**src/rtl/mem_hazard_unit_pkg.sv**
```systemverilog
// Shared types for the MIPS32 hazard/forwarding unit: forward-select codes,
// FSM states and the shadow record carried for each in-flight instruction.
package mem_hazard_unit_pkg;

  // Records are sized for the widest register number supported; narrower
  // register numbers are zero-extended on entry.
  localparam int REG_W_MAX = 8;

  localparam logic [1:0] FWD_REG = 2'b00;
  localparam logic [1:0] FWD_WB  = 2'b01;
  localparam logic [1:0] FWD_MEM = 2'b10;

  typedef enum logic {
    RUN   = 1'b0,
    STALL = 1'b1
  } hz_state_t;

  typedef struct packed {
    logic                 regwrite;
    logic                 memread;
    logic                 memwrite;
    logic [REG_W_MAX-1:0] wreg;
    logic [REG_W_MAX-1:0] rs;
    logic [REG_W_MAX-1:0] rt;
    logic                 use_rs;
    logic                 use_rt;
  } shadow_rec_t;

endpackage

```
**src/rtl/mem_hazard_unit_hazard_match.sv**
```systemverilog
// Register-dependence compare: a live producer writing a non-zero register
// that a consumer actually reads.
module hazard_match #(
  parameter int W = 8
) (
  input  logic         vld,
  input  logic [W-1:0] wreg,
  input  logic [W-1:0] src,
  input  logic         use_src,
  output logic         match
);

  assign match = vld && use_src && (wreg != '0) && (wreg == src);

endmodule

```
**src/rtl/mem_hazard_unit.sv**
```systemverilog
// Load-use stall control and EX/MEM forwarding selects for the 5-stage
// pipeline, driven from shadow copies of the EX, MEM and WB instructions.
module mem_hazard_unit
  import mem_hazard_unit_pkg::*;
#(
  parameter int REG_ADDR_W = 5,
  parameter int COUNT_W    = 16
) (
  input  logic                  Clk,
  input  logic                  Reset_n,
  input  logic                  Valid_ID,
  input  logic [REG_ADDR_W-1:0] Rs_ID,
  input  logic [REG_ADDR_W-1:0] Rt_ID,
  input  logic                  Uses_Rs_ID,
  input  logic                  Uses_Rt_ID,
  input  logic                  MemRead_ID,
  input  logic                  MemWrite_ID,
  input  logic                  RegWrite_ID,
  input  logic [REG_ADDR_W-1:0] Write_Reg_ID,
  input  logic                  Flush_ID,
  output logic                  Stall_IF_ID,
  output logic                  Bubble_ID_EX,
  output logic [1:0]            Forward_A_EX,
  output logic [1:0]            Forward_B_EX,
  output logic                  Forward_Mem_to_Mem,
  output logic [COUNT_W-1:0]    Stall_Count
);

  function automatic logic [COUNT_W-1:0] sat_inc(input logic [COUNT_W-1:0] v);
    return (&v) ? v : v + COUNT_W'(1);
  endfunction

  // _p0 = EX, _p1 = MEM, _p2 = WB
  shadow_rec_t rec_p0, rec_p1, rec_p2;
  logic        vld_p0, vld_p1, vld_p2;
  shadow_rec_t id_rec;
  logic        id_live, id_vld;

  hz_state_t   state, state_nxt;
  logic        rs_hit, rt_hit, hazard;
  logic        a_mem, a_wb, b_mem, b_wb, m2m_hit;
  logic [1:0]  fwd_a_nxt, fwd_b_nxt;

  assign id_rec = '{
    regwrite: RegWrite_ID,
    memread:  MemRead_ID,
    memwrite: MemWrite_ID,
    wreg:     REG_W_MAX'(Write_Reg_ID),
    rs:       REG_W_MAX'(Rs_ID),
    rt:       REG_W_MAX'(Rt_ID),
    use_rs:   Uses_Rs_ID,
    use_rt:   Uses_Rt_ID
  };

  assign id_live = Valid_ID && !Flush_ID;

  // Load in EX against the ID sources
  hazard_match #(.W(REG_W_MAX)) u_lu_rs (
    .vld(vld_p0 && rec_p0.memread), .wreg(rec_p0.wreg), .src(id_rec.rs),
    .use_src(id_live && Uses_Rs_ID), .match(rs_hit)
  );
  hazard_match #(.W(REG_W_MAX)) u_lu_rt (
    .vld(vld_p0 && rec_p0.memread), .wreg(rec_p0.wreg), .src(id_rec.rt),
    .use_src(id_live && Uses_Rt_ID), .match(rt_hit)
  );

  // A store whose only dependence is its data register picks the value up
  // in MEM through the mem-to-mem path instead of stalling.
  assign hazard       = Reset_n && (state == RUN) && (rs_hit || (rt_hit && !MemWrite_ID));
  assign Stall_IF_ID  = hazard;
  assign Bubble_ID_EX = hazard;
  assign id_vld       = id_live && !hazard;

  always_comb begin
    state_nxt = state;
    case (state)
      RUN:     if (hazard) state_nxt = STALL;
      STALL:   state_nxt = RUN;
      default: state_nxt = RUN;
    endcase
  end

  // Forwarding sources as seen after this edge: MEM gets today's EX, WB gets today's MEM
  hazard_match #(.W(REG_W_MAX)) u_a_mem (
    .vld(vld_p0 && rec_p0.regwrite && !rec_p0.memread), .wreg(rec_p0.wreg),
    .src(id_rec.rs), .use_src(id_vld && Uses_Rs_ID), .match(a_mem)
  );
  hazard_match #(.W(REG_W_MAX)) u_a_wb (
    .vld(vld_p1 && rec_p1.regwrite), .wreg(rec_p1.wreg),
    .src(id_rec.rs), .use_src(id_vld && Uses_Rs_ID), .match(a_wb)
  );
  hazard_match #(.W(REG_W_MAX)) u_b_mem (
    .vld(vld_p0 && rec_p0.regwrite && !rec_p0.memread), .wreg(rec_p0.wreg),
    .src(id_rec.rt), .use_src(id_vld && Uses_Rt_ID), .match(b_mem)
  );
  hazard_match #(.W(REG_W_MAX)) u_b_wb (
    .vld(vld_p1 && rec_p1.regwrite), .wreg(rec_p1.wreg),
    .src(id_rec.rt), .use_src(id_vld && Uses_Rt_ID), .match(b_wb)
  );
  hazard_match #(.W(REG_W_MAX)) u_m2m (
    .vld(vld_p1 && rec_p1.memread), .wreg(rec_p1.wreg),
    .src(rec_p0.rt), .use_src(vld_p0 && rec_p0.memwrite), .match(m2m_hit)
  );

  assign fwd_a_nxt = a_mem ? FWD_MEM : (a_wb ? FWD_WB : FWD_REG);
  assign fwd_b_nxt = b_mem ? FWD_MEM : (b_wb ? FWD_WB : FWD_REG);

  always_ff @(posedge Clk) begin
    if (!Reset_n) begin
      vld_p0             <= 1'b0;
      vld_p1             <= 1'b0;
      vld_p2             <= 1'b0;
      state              <= RUN;
      Forward_A_EX       <= FWD_REG;
      Forward_B_EX       <= FWD_REG;
      Forward_Mem_to_Mem <= 1'b0;
      Stall_Count        <= '0;
    end else begin
      vld_p0             <= id_vld;
      vld_p1             <= vld_p0;
      vld_p2             <= vld_p1;
      state              <= state_nxt;
      Forward_A_EX       <= fwd_a_nxt;
      Forward_B_EX       <= fwd_b_nxt;
      Forward_Mem_to_Mem <= m2m_hit;
      if (Stall_IF_ID) Stall_Count <= sat_inc(Stall_Count);
    end
  end

  always_ff @(posedge Clk) begin
    rec_p0 <= id_rec;
    rec_p1 <= rec_p0;
    rec_p2 <= rec_p1;
  end

  // The WB record and the source fields of older records are kept for
  // visibility; no decision depends on them.
  logic unused_rec;
  assign unused_rec = ^{vld_p2, rec_p2, rec_p1, rec_p0};

endmodule

```
**config.mk**
```make
export PLATFORM = sky130hd
export DESIGN_NAME = mem_hazard_unit
export DESIGN_NICKNAME = d
export VERILOG_FILES = /design/src/rtl/mem_hazard_unit_pkg.sv /design/src/rtl/mem_hazard_unit_hazard_match.sv /design/src/rtl/mem_hazard_unit.sv
export SDC_FILE = /design/constraint.sdc
export NUM_CORES = 1
export LEC_CHECK = 0
export ABC_CLOCK_PERIOD_IN_PS = 1800
export BUFFER_PORTS_ARGS = -buffer_cell sky130_fd_sc_hd__buf_2
export CAP_MARGIN = 25
export CORE_AREA = 3 3 67 69
export CTS_CLUSTER_DIAMETER = 100
export DETAILED_ROUTE_END_ITERATION = 16
export DIE_AREA = 0 0 70 72
export PLACE_DENSITY = 0.77
export REMOVE_ABC_BUFFERS = 1
export SETUP_SLACK_MARGIN = 0.1
export SYNTH_ARGS = -nofsm -noshare
export SYNTH_HDL_FRONTEND = slang
export SYNTH_SLANG_ARGS = --single-unit
```
**constraint.sdc**
```tcl
create_clock -name Clk -period 1.8 [get_ports Clk]
set_input_delay 0.36 -clock Clk [delete_from_list [all_inputs] [get_ports Clk]]
set_output_delay 0.36 -clock Clk [all_outputs]
set_load 0.005 [all_outputs]
```
==> flow_summary_export.csv, run 1 <==
group,metric,value,unit
timing,grt_setup_unrepaired,"yes",
final_layout,fin_nets,301,
pwr,max-vdd-ir-drop,0.5792,mV
critical_path,critical_path.endpoint_type,"flop",
yosys,post-synth-top-area-fraction,48.69,%
final_layout,layout-drive-gt1-share,41.52,%
critical_path,crit_path_cell_trace,"xor2_2, nor3_2, and4b_2, buf_6, o21ai_4, buf_4, buf_6, nand4b_1, buf_4, nor2_1",
critical_path,maximum_fanout_along_the_worst_path,4,
worst_hold_path,min_path_cells,1,
timing,report.final.hold_viol_count,0,
floorplan,die_x,70,um
yosys,synth.largest_area_cell,"dfxtp_1",
timing,slew_viol_final,0,
floorplan,die_height,72,um
pwr,leakage,1.133,nW
critical_path,timing.critical_path.from_type,"flop",
grt,grt_start_max_net_pins,15,
clock_tree,cts-htree-levels,2,
job,count_of_max_cap_constraint_violations,0,
route,detail_route.wirelength,5007,um
pwr,power-per-cell-area,751.2,nW/um^2
route,num_vias,1786,
critical_path,r2r_end,"Forward_A_EX[1]",
grt,global_route_wire_length_before_repair,7976,um
floorplan,std_cell_rows,23,
yosys,yosys_warnings,0,
critical_path,longest_individual_stage_delay_on_the_worst_path,0.40,ns
timing,worst_clock_skew,0.003501,ns
final_layout,layout.core_utilization,65.85,%
timing,max_slew_margin,69.08,%
critical_path,reg2reg_setup_slack,-0.26,ns
place,io_buffers,46,
timing,whs,0.1575,ns
clock_tree,ctsLongestPathBuffers,2,
clock_tree,cts_root_buffer,"clkbuf_8",
worst_hold_path,timing.hold.worst.class,"input port to flop",
yosys,post_synth_most_frequent_cells,"44 x dfxtp_1, 18 x xor2_1, 12 x a21oi_1, 12 x o21ai_0, 11 x nand3_1",
critical_path,worst-setup-path-type,"flop to flop",
timing,finalSetupTns,-2.794,ns
status,run_status,"finished, violations left",
timing,portion_of_the_clock_cycle_consumed_by_the_worst_path_in_the_final_layout,114.6,%
timing,fin_ws,-0.2622,ns
critical_path,regToRegStartpoint,"rec_p0[22]",
critical_path,required,2.04,ns
critical_path,worstPathArrival,2.30,ns
final_layout,multi_input_area,959.7,um^2
route,first_iter_violations,85,
yosys,syn_area,1809,um^2
floorplan,i_o_pin_cnt,47,
yosys,synth-edff-count,0,
floorplan,design.core.area,3971,um^2
route,drt-pass1-iter-count,4,
grt,vias_in_the_first_global_route,1727,
clock_tree,cts_num_sinks,44,
place,globalplace.congestion,0.8939,
route,antenna_violation_net_count_after_detailed_routing,0,
floorplan,floorplan.die_area,5040,um^2
final_layout,num_antenna_cells,0,
worst_hold_path,hold_path.startpoint,"MemRead_ID",
route,wl_per_cell,15.31,um
yosys,most_frequent_cell_after_synthesis,"dfxtp_1",
grt,gr-usage-all-layers,19.92,%
critical_path,critical-path-slowest-cell,"dfxtp_4",
yosys,synth_cell_type_count,34,
yosys,synth_flop_cell,"dfxtp_1",
timing,final.min_clock_period,2.062,ns
timing,fmax,0.4849,GHz
clock_tree,tritoncts,"done",
clock_tree,number_of_buffers_inserted_by_hold_repair_at_cts,0,
final_layout,layout.area.seq,892.1,um^2
final_layout,area.growth.synth_to_final,44.54,%
grt,globalRouteOverflowTotal,0,
timing,final-setup-viol-count,19,
yosys,synth.ff_latch_count,44,
route,via_per_inst,5.462,
clock_tree,path_clk_slew,0.08,ns
final_layout,nFillCells,302,
floorplan,initial_core_util,45.56,%
timing,tightest_slew,0.4633,ns
yosys,synth-seq-area-share,48.69,%
grt,antenna_found_initial,0,
yosys,gate_count_post_synth,187,
yosys,postSynthAreaPerCell,9.675,um^2
status,failed_checks,"setup timing",
yosys,yosys-top-cells-area,"dfxtp_1 49%, xor2_1 8.7%, xnor2_1 4.4%",
route,drt_drc_violations_left,0,
clock_tree,clock_buffers_created_by_tritoncts,5,
worst_hold_path,min_delay_worst_endpoint,"rec_p0[27]",
critical_path,reg2reg_depth,10,
clock_tree,clock_insertion_delay_worst_skew,0.30,ns
yosys,synthArstFlopShare,0,%
place,hpwl,3306,um
[critical path: cells and delay by family, from the launching register on]
| family | cells | cell delay [ns] |
|---|---|---|
| flip-flops | 1 | 0.40 |
| XOR/XNOR | 1 | 0.16 |
| buffers and inverters | 4 | 0.61 |
| AND/OR/NAND/NOR | 4 | 0.66 |
| AO/OA/AOI/OAI | 1 | 0.18 |
[worst max-delay path by stage]
stage / start / end / slack, ns / cells past startpoint
5_1_grt: rec_p0[22] / Forward_A_EX[1] / -0.35 / 10
2_1_floorplan: Rs_ID[4] / Stall_Count[9] / -0.08 / 6
4_1_cts: rec_p0[18] / Stall_IF_ID / -0.22 / 8
3_5_place_dp: Rt_ID[2] / Stall_Count[9] / -0.27 / 7
3_3_place_gp: Rt_ID[2] / Stall_Count[9] / -0.20 / 7
6_report: rec_p0[22] / Forward_A_EX[1] / -0.26 / 10
[final cells by class]
cell class                      instances  area share [%]
Inverter                                8           1.148
Clock inverter                          2           1.483
Clock buffer                            6           3.158
Sequential cell                        44           34.11
Tap cell                               50           2.392
Timing Repair Buffer                   86           21.00
Multi-Input combinational cell        131           36.70
[metal layers]
| metal | track usage (%) | vias to the layer above | share of wire (%) |
|---|---|---|---|
| met5 | 0 | - | 0 |
| met2 | 32.63 | 60 | 48 |
| li1 | - | 852 | - |
| met1 | 25.39 | 864 | 44 |
| met4 | 7.872 | 0 | 1.9 |
| met3 | 4.986 | 10 | 5.3 |
[what timing repair did]
item / CTS / global route
pin swaps: 16 / 5
setup buffers: 8 / 3
setup endpoints to repair: 23 / 23
cloned: 1 / 0
gates resized for setup: 17 / 10
[sequential cells by signal (all words and copies together) (netlist names)]
register / flops
Forward_B_EX: 2
rec_p1: 7
vld_p0: 1
rec_p0: 13
vld_p1: 1
state: 1
Stall_Count: 16
Forward_Mem_to_Mem: 1
Forward_A_EX: 2
[kinds of logic (layout without fill, tap and decap cells)]
| kind of cell | after synthesis | after routing | synth area share (%) |
|---|---|---|---|
| XOR/XNOR | 27 | 27 | 13.07 |
| AO/OA/AOI/OAI | 35 | 36 | 12.45 |
| AND/OR/NAND/NOR | 67 | 67 | 21.30 |
| flip-flops | 44 | 44 | 48.69 |
| adder cells (fa/ha/maj) | 1 | 1 | 0.6915 |
| buffers and inverters | 13 | 102 | 3.803 |
[per-stage QoR]
step	instance area (um^2)	std cells	total power, mW	worst slack [ns]
floorplan	1770	182	1.094	-0.08211
global route	2615	327	2.037	-0.3472
detailed placement	2281	307	1.166	-0.2733
finish	2615	327	1.964	-0.2622
CTS	2539	324	1.961	-0.2223
global placement	2281	307	1.162	-0.2026
[layout by cell type, fill, tap and decap left out, types with 2 or more instances in the layout]
cell type	instances
o211ai_1	2
inv_1	8
xnor2_1	9
nor2_2	2
nand4_1	7
or3_1	9
or4_1	4
nor2_1	5
nand2_1	8
buf_6	5
buf_2	46
a21oi_1	12
xor2_1	14
xor2_2	4
o21bai_4	2
and4_1	2
o31ai_1	3
nand3_1	10
nor4_1	3
nor4_2	2
nor3_1	2
dfxtp_2	3
buf_4	35
clkbuf_8	6
and3_1	4
and2_1	2
dfxtp_1	39
o21ai_0	12
dfxtp_4	2
[where the power goes]
part	switching [mW]	total, mW	internal [mW]
clock network	0.340	0.794	0.454
logic	0.0691	0.147	0.0781
registers	0.0257	1.02	0.998
Note: power is estimated with default switching activity, not from simulation.
==> run 2, diff against run 1 <==
--- a/config.mk
+++ b/config.mk
@@ -5,14 +5,14 @@
 export SDC_FILE = /design/constraint.sdc
 export NUM_CORES = 1
 export LEC_CHECK = 0
-export ABC_CLOCK_PERIOD_IN_PS = 1800
+export ABC_CLOCK_PERIOD_IN_PS = 2660
 export BUFFER_PORTS_ARGS = -buffer_cell sky130_fd_sc_hd__buf_2
 export CAP_MARGIN = 25
-export CORE_AREA = 3 3 67 69
+export CORE_AREA = 3 3 62 64
 export CTS_CLUSTER_DIAMETER = 100
 export DETAILED_ROUTE_END_ITERATION = 16
-export DIE_AREA = 0 0 70 72
-export PLACE_DENSITY = 0.77
+export DIE_AREA = 0 0 65 67
+export PLACE_DENSITY = 0.85
 export REMOVE_ABC_BUFFERS = 1
 export SETUP_SLACK_MARGIN = 0.1
 export SYNTH_ARGS = -nofsm -noshare
==> constraint.sdc (replaced) <==
create_clock -name Clk -period 2.66 [get_ports Clk]
set_input_delay 0.532 -clock Clk [delete_from_list [all_inputs] [get_ports Clk]]
set_output_delay 0.532 -clock Clk [all_outputs]
set_load 0.005 [all_outputs]
==> flow_summary_export.csv, run 2 (synthesized netlist as in run 1, its figures left out) <==
group,metric,value,unit
route,detail_route.wirelength,3741,um
clock_tree,cts_num_sinks,44,
timing,max_slew_margin,67.63,%
status,run_status,"finished, final reports clean",
pwr,max-vdd-ir-drop,0.3269,mV
job,count_of_max_cap_constraint_violations,0,
timing,portion_of_the_clock_cycle_consumed_by_the_worst_path_in_the_final_layout,88.34,%
critical_path,worstPathArrival,1.82,ns
timing,grt_setup_unrepaired,"no",
floorplan,floorplan.die_area,4355,um^2
final_layout,multi_input_area,860.8,um^2
final_layout,biggestRegsByFlops,"Stall_Count (16), rec_p0 (13), rec_p1 (7)",
final_layout,max_flop_register,"Stall_Count",
pwr,power-per-cell-area,501.0,nW/um^2
critical_path,critical_path.endpoint_type,"primary output",
clock_tree,ctsLongestPathBuffers,2,
timing,fmax,0.4256,GHz
clock_tree,tritoncts,"done",
floorplan,i_o_pin_cnt,47,
floorplan,die_x,65,um
timing,finalSetupTns,0,ns
clock_tree,cts_root_buffer,"clkbuf_4",
grt,gr-usage-all-layers,18.38,%
place,globalplace.congestion,0.9017,
final_layout,fin_nets,260,
critical_path,required,2.13,ns
timing,final.min_clock_period,2.350,ns
grt,vias_in_the_first_global_route,1329,
timing,whs,0.2849,ns
critical_path,worst-setup-path-type,"flop to primary output",
route,antenna_violation_net_count_after_detailed_routing,0,
critical_path,regToRegStartpoint,"rec_p0[20]",
route,first_iter_violations,54,
final_layout,flip_flop_count_of_the_largest_register_after_layout,16,
timing,tightest_slew,0.4810,ns
route,num_vias,1515,
critical_path,reg2reg_depth,6,
route,drt_drc_violations_left,0,
clock_tree,number_of_setup_buffers_added_after_cts,0,
final_layout,num_antenna_cells,0,
floorplan,initial_core_util,54.22,%
pwr,leakage,0.8667,nW
critical_path,timing.critical_path.from_type,"flop",
final_layout,layout-drive-gt1-share,24.26,%
critical_path,reg2reg_setup_slack,0.61,ns
timing,final-setup-viol-count,0,
final_layout,layout.area.seq,880.8,um^2
worst_hold_path,min_path_cells,1,
clock_tree,clock_buffers_created_by_tritoncts,5,
critical_path,maximum_fanout_along_the_worst_path,5,
clock_tree,cts-htree-levels,2,
final_layout,leading_cell_type_in_the_layout_fill_and_taps_excluded,"buf_2",
grt,antenna_found_initial,0,
worst_hold_path,timing.hold.worst.class,"input port to flop",
grt,global_route_wire_length_before_repair,6106,um
place,hpwl,2894,um
floorplan,design.core.area,3337,um^2
grt,globalRouteOverflowTotal,0,
timing,report.final.hold_viol_count,0,
final_layout,nFillCells,307,
floorplan,std_cell_rows,21,
clock_tree,clock_insertion_delay_worst_skew,0.35,ns
clock_tree,path_clk_slew,0.11,ns
critical_path,r2r_end,"Stall_Count[9]",
route,via_per_inst,5.391,
route,drt-pass1-iter-count,4,
timing,worst_clock_skew,0.009838,ns
place,io_buffers,46,
floorplan,die_height,67,um
worst_hold_path,hold_path.startpoint,"Write_Reg_ID[3]",
grt,grt_start_max_net_pins,25,
route,wl_per_cell,13.31,um
final_layout,mostFrequentLayoutCells,"46 x buf_2, 44 x dfxtp_1, 18 x xor2_1",
final_layout,area.growth.synth_to_final,16.60,%
worst_hold_path,min_delay_worst_endpoint,"rec_p0[21]",
timing,slew_viol_final,0,
[run 2: cell count changes in the layout (fill, tap and decap cells not counted), sizes merged]
cell | before | now
clkinvlp | 0 | 1
clkbuf | 6 | 5
buf | 86 | 46
bufinv | 1 | 0
o21bai | 2 | 1
[run 2: per-stage QoR]
step	total power, mW	setup slack [ns]	util, %	instance area [um^2]	instances
after floorplan	0.7405	0.6059	-	1770	182
after global placement	0.7732	0.3654	61.68	2058	274
after detailed placement	0.7752	0.3004	61.68	2058	274
after CTS	1.062	0.2580	63.18	2108	281
after global routing	1.099	0.1177	63.22	2110	281
final	1.057	0.3103	63.22	2110	281
[run 2: how the worst max path moves through the flow]
stage,start,to,slack (ns),cells after the start
detailed placement,Rs_ID[1],Stall_Count[9],0.30,7
floorplan,Rs_ID[4],Stall_Count[9],0.61,6
CTS,rec_p0[19],Stall_IF_ID,0.26,6
global route,rec_p0[18],Stall_IF_ID,0.12,5
global placement,Rs_ID[4],Stall_Count[9],0.37,7
finish,rec_p0[20],Stall_IF_ID,0.31,6
[run 2: power breakdown]
part           total, mW  switching [mW]  internal (mW)
Clock              0.296           0.200         0.0965
Sequential         0.693          0.0169          0.676
Combinational     0.0675          0.0325         0.0351
[run 2: cell type report]
class / count / share of cell area [%]
clock inverter: 2 / 0.5931
multi-input combinational: 130 / 40.81
sequential: 44 / 41.76
inverter: 8 / 1.423
tap: 46 / 2.728
timing repair buffer: 46 / 10.91
clock buffer: 5 / 1.779
[run 2: repair_timing]
action                     in CTS  in global routing
hold buffers                    0                  0
resized for setup               0                  1
setup endpoints to repair       0                  2
[run 2: layer usage]
layer | routed length [um] | track usage [%]
met1 | 1682 | 23.57
met2 | 1804 | 29.89
met3 | 169 | 3.373
met4 | 85 | 8.443
met5 | 0 | 0
[run 2: critical path: stages, from the launching register on]
cell	delay, ns
dfxtp_1	0.37
xor2_1	0.17
nor3_1	0.23
and4b_1	0.38
o21ai_2	0.13
inv_1	0.09
buf_2	0.11
==> run 3, diff against run 2 <==
--- a/config.mk
+++ b/config.mk
@@ -6,14 +6,12 @@
 export NUM_CORES = 1
 export LEC_CHECK = 0
 export ABC_CLOCK_PERIOD_IN_PS = 2660
-export BUFFER_PORTS_ARGS = -buffer_cell sky130_fd_sc_hd__buf_2
-export CAP_MARGIN = 25
 export CORE_AREA = 3 3 62 64
 export CTS_CLUSTER_DIAMETER = 100
 export DETAILED_ROUTE_END_ITERATION = 16
 export DIE_AREA = 0 0 65 67
-export PLACE_DENSITY = 0.85
-export REMOVE_ABC_BUFFERS = 1
+export DONT_BUFFER_PORTS = 1
+export PLACE_DENSITY = 0.73
 export SETUP_SLACK_MARGIN = 0.1
 export SYNTH_ARGS = -nofsm -noshare
 export SYNTH_HDL_FRONTEND = slang
==> flow_summary_export.csv, run 3 (synthesized netlist as in run 1, its figures left out) <==
group,metric,value,unit
floorplan,initial_core_util,54.22,%
critical_path,required,2.13,ns
final_layout,nFillCells,309,
final_layout,cell_area_after_layout,1931,um^2
place,placement.cell_area,1836,um^2
pwr,max-vdd-ir-drop,0.3234,mV
critical_path,worstPathArrival,1.88,ns
final_layout,flip_flop_count_of_the_largest_register_after_layout,16,
timing,report.final.hold_viol_count,0,
timing,fmax,0.4138,GHz
final_layout,area.growth.synth_to_final,6.708,%
timing,portion_of_the_clock_cycle_consumed_by_the_worst_path_in_the_final_layout,90.84,%
final_layout,num_antenna_cells,0,
clock_tree,ctsLongestPathBuffers,2,
pwr,leakage,0.6778,nW
route,wl_per_cell,16.04,um
floorplan,floorplan.die_area,4355,um^2
route,detail_route.wirelength,3802,um
pwr,power-per-cell-area,614.3,nW/um^2
timing,whs,0.1984,ns
grt,antenna_found_initial,0,
status,run_status,"finished, final reports clean",
timing,final-setup-viol-count,0,
route,drt-pass1-iter-count,4,
floorplan,i_o_pin_cnt,47,
clock_tree,cts_num_sinks,44,
clock_tree,clock_buffers_created_by_tritoncts,5,
grt,globalRouteOverflowTotal,0,
timing,finalSetupTns,0,ns
worst_hold_path,min_path_cells,0,
floorplan,die_x,65,um
grt,grt_start_max_net_pins,25,
route,num_vias,1399,
critical_path,maximum_fanout_along_the_worst_path,6,
clock_tree,cts.repair.resized,0,
place,hpwl,2864,um
route,first_iter_violations,90,
critical_path,critical_path.endpoint_type,"primary output",
final_layout,max_flop_register,"Stall_Count",
grt,gr-usage-all-layers,18.15,%
clock_tree,number_of_buffers_inserted_by_hold_repair_at_cts,0,
clock_tree,tritoncts,"done",
timing,max_slew_margin,67.42,%
timing,fin_ws,0.2436,ns
timing,worst_clock_skew,0.01449,ns
clock_tree,clock_insertion_delay_worst_skew,0.34,ns
worst_hold_path,timing.hold.worst.class,"input port to flop",
route,drt_drc_violations_left,0,
timing,grt_setup_unrepaired,"no",
final_layout,mostFrequentLayoutCells,"44 x dfxtp_1, 18 x xor2_1, 12 x o21ai_0, 12 x a21oi_1, 11 x nand3_1",
clock_tree,number_of_setup_buffers_added_after_cts,0,
route,via_per_inst,5.903,
floorplan,die_height,67,um
grt,vias_in_the_first_global_route,1293,
timing,final.min_clock_period,2.416,ns
clock_tree,cts_root_buffer,"clkbuf_4",
final_layout,fin_nets,215,
pwr,fin_total_pwr,1.186,mW
place,pre_cts_ws,0.3824,ns
place,io_buffers,0,
final_layout,layout-drive-gt1-share,6.283,%
critical_path,timing.critical_path.from_type,"flop",
grt,global_route_wire_length_before_repair,6051,um
floorplan,design.core.area,3337,um^2
timing,tightest_slew,0.4842,ns
route,antenna_violation_net_count_after_detailed_routing,0,
place,globalplace.congestion,0.9645,
clock_tree,path_clk_slew,0.13,ns
critical_path,reg2reg_depth,6,
timing,slew_viol_final,0,
final_layout,biggestRegsByFlops,"Stall_Count (16), rec_p0 (13), rec_p1 (7)",
critical_path,worst-setup-path-type,"flop to primary output",
clock_tree,cts-htree-levels,2,
yosys,synth_fp_nets,212,
floorplan,std_cell_rows,21,
job,count_of_max_cap_constraint_violations,0,
final_layout,leading_cell_type_in_the_layout_fill_and_taps_excluded,"dfxtp_1",
[run 3: final timing paths]
check                           slack, ns        from        endpoint
worst min-delay path                 0.20    Rt_ID[2]       rec_p0[4]
worst max register to register       0.45  rec_p0[22]  Stall_Count[9]
worst min register to register       0.37  rec_p0[28]      rec_p1[28]
worst max-delay path                 0.24  rec_p0[22]    Bubble_ID_EX
[run 3: per-stage QoR]
stage	util (%)	std cells
2_1_floorplan	-	187
3_3_place_gp	55.01	229
3_5_place_dp	55.01	229
4_1_cts	57.86	237
5_1_grt	57.86	237
6_report	57.86	237
[run 3: layer usage]
metal / routed length (um) / GRT usage (%)
met1: 1583 / 21.44
met2: 1866 / 29.12
met3: 281 / 7.420
met4: 70 / 7.388
met5: 0 / 0
[run 3: area by class of cell]
cell class | count | area, um^2 | share of cell area (%)
Inverter | 8 | 30.03 | 1.555
Tap cell | 46 | 57.56 | 2.981
Sequential cell | 44 | 880.8 | 45.63
Clock buffer | 7 | 65.06 | 3.370
Multi-Input combinational cell | 130 | 859.6 | 44.52
Timing Repair Buffer | 1 | 7.507 | 0.3889
Clock inverter | 1 | 30.03 | 1.555
[run 3: power breakdown]
group,internal [mW],switching (mW),leakage (nW)
sequential,0.676,0.0173,0.362
combinational,0.0236,0.0207,0.264
clock,0.250,0.199,0.0515
[run 3: worst max-delay path, cell delays in order, from the launching register on]
cell and delay, ns:
dfxtp_1 0.37, xor2_1 0.18, nor4_1 0.34, and3_1 0.39, o21ai_2 0.15, inv_1 0.12
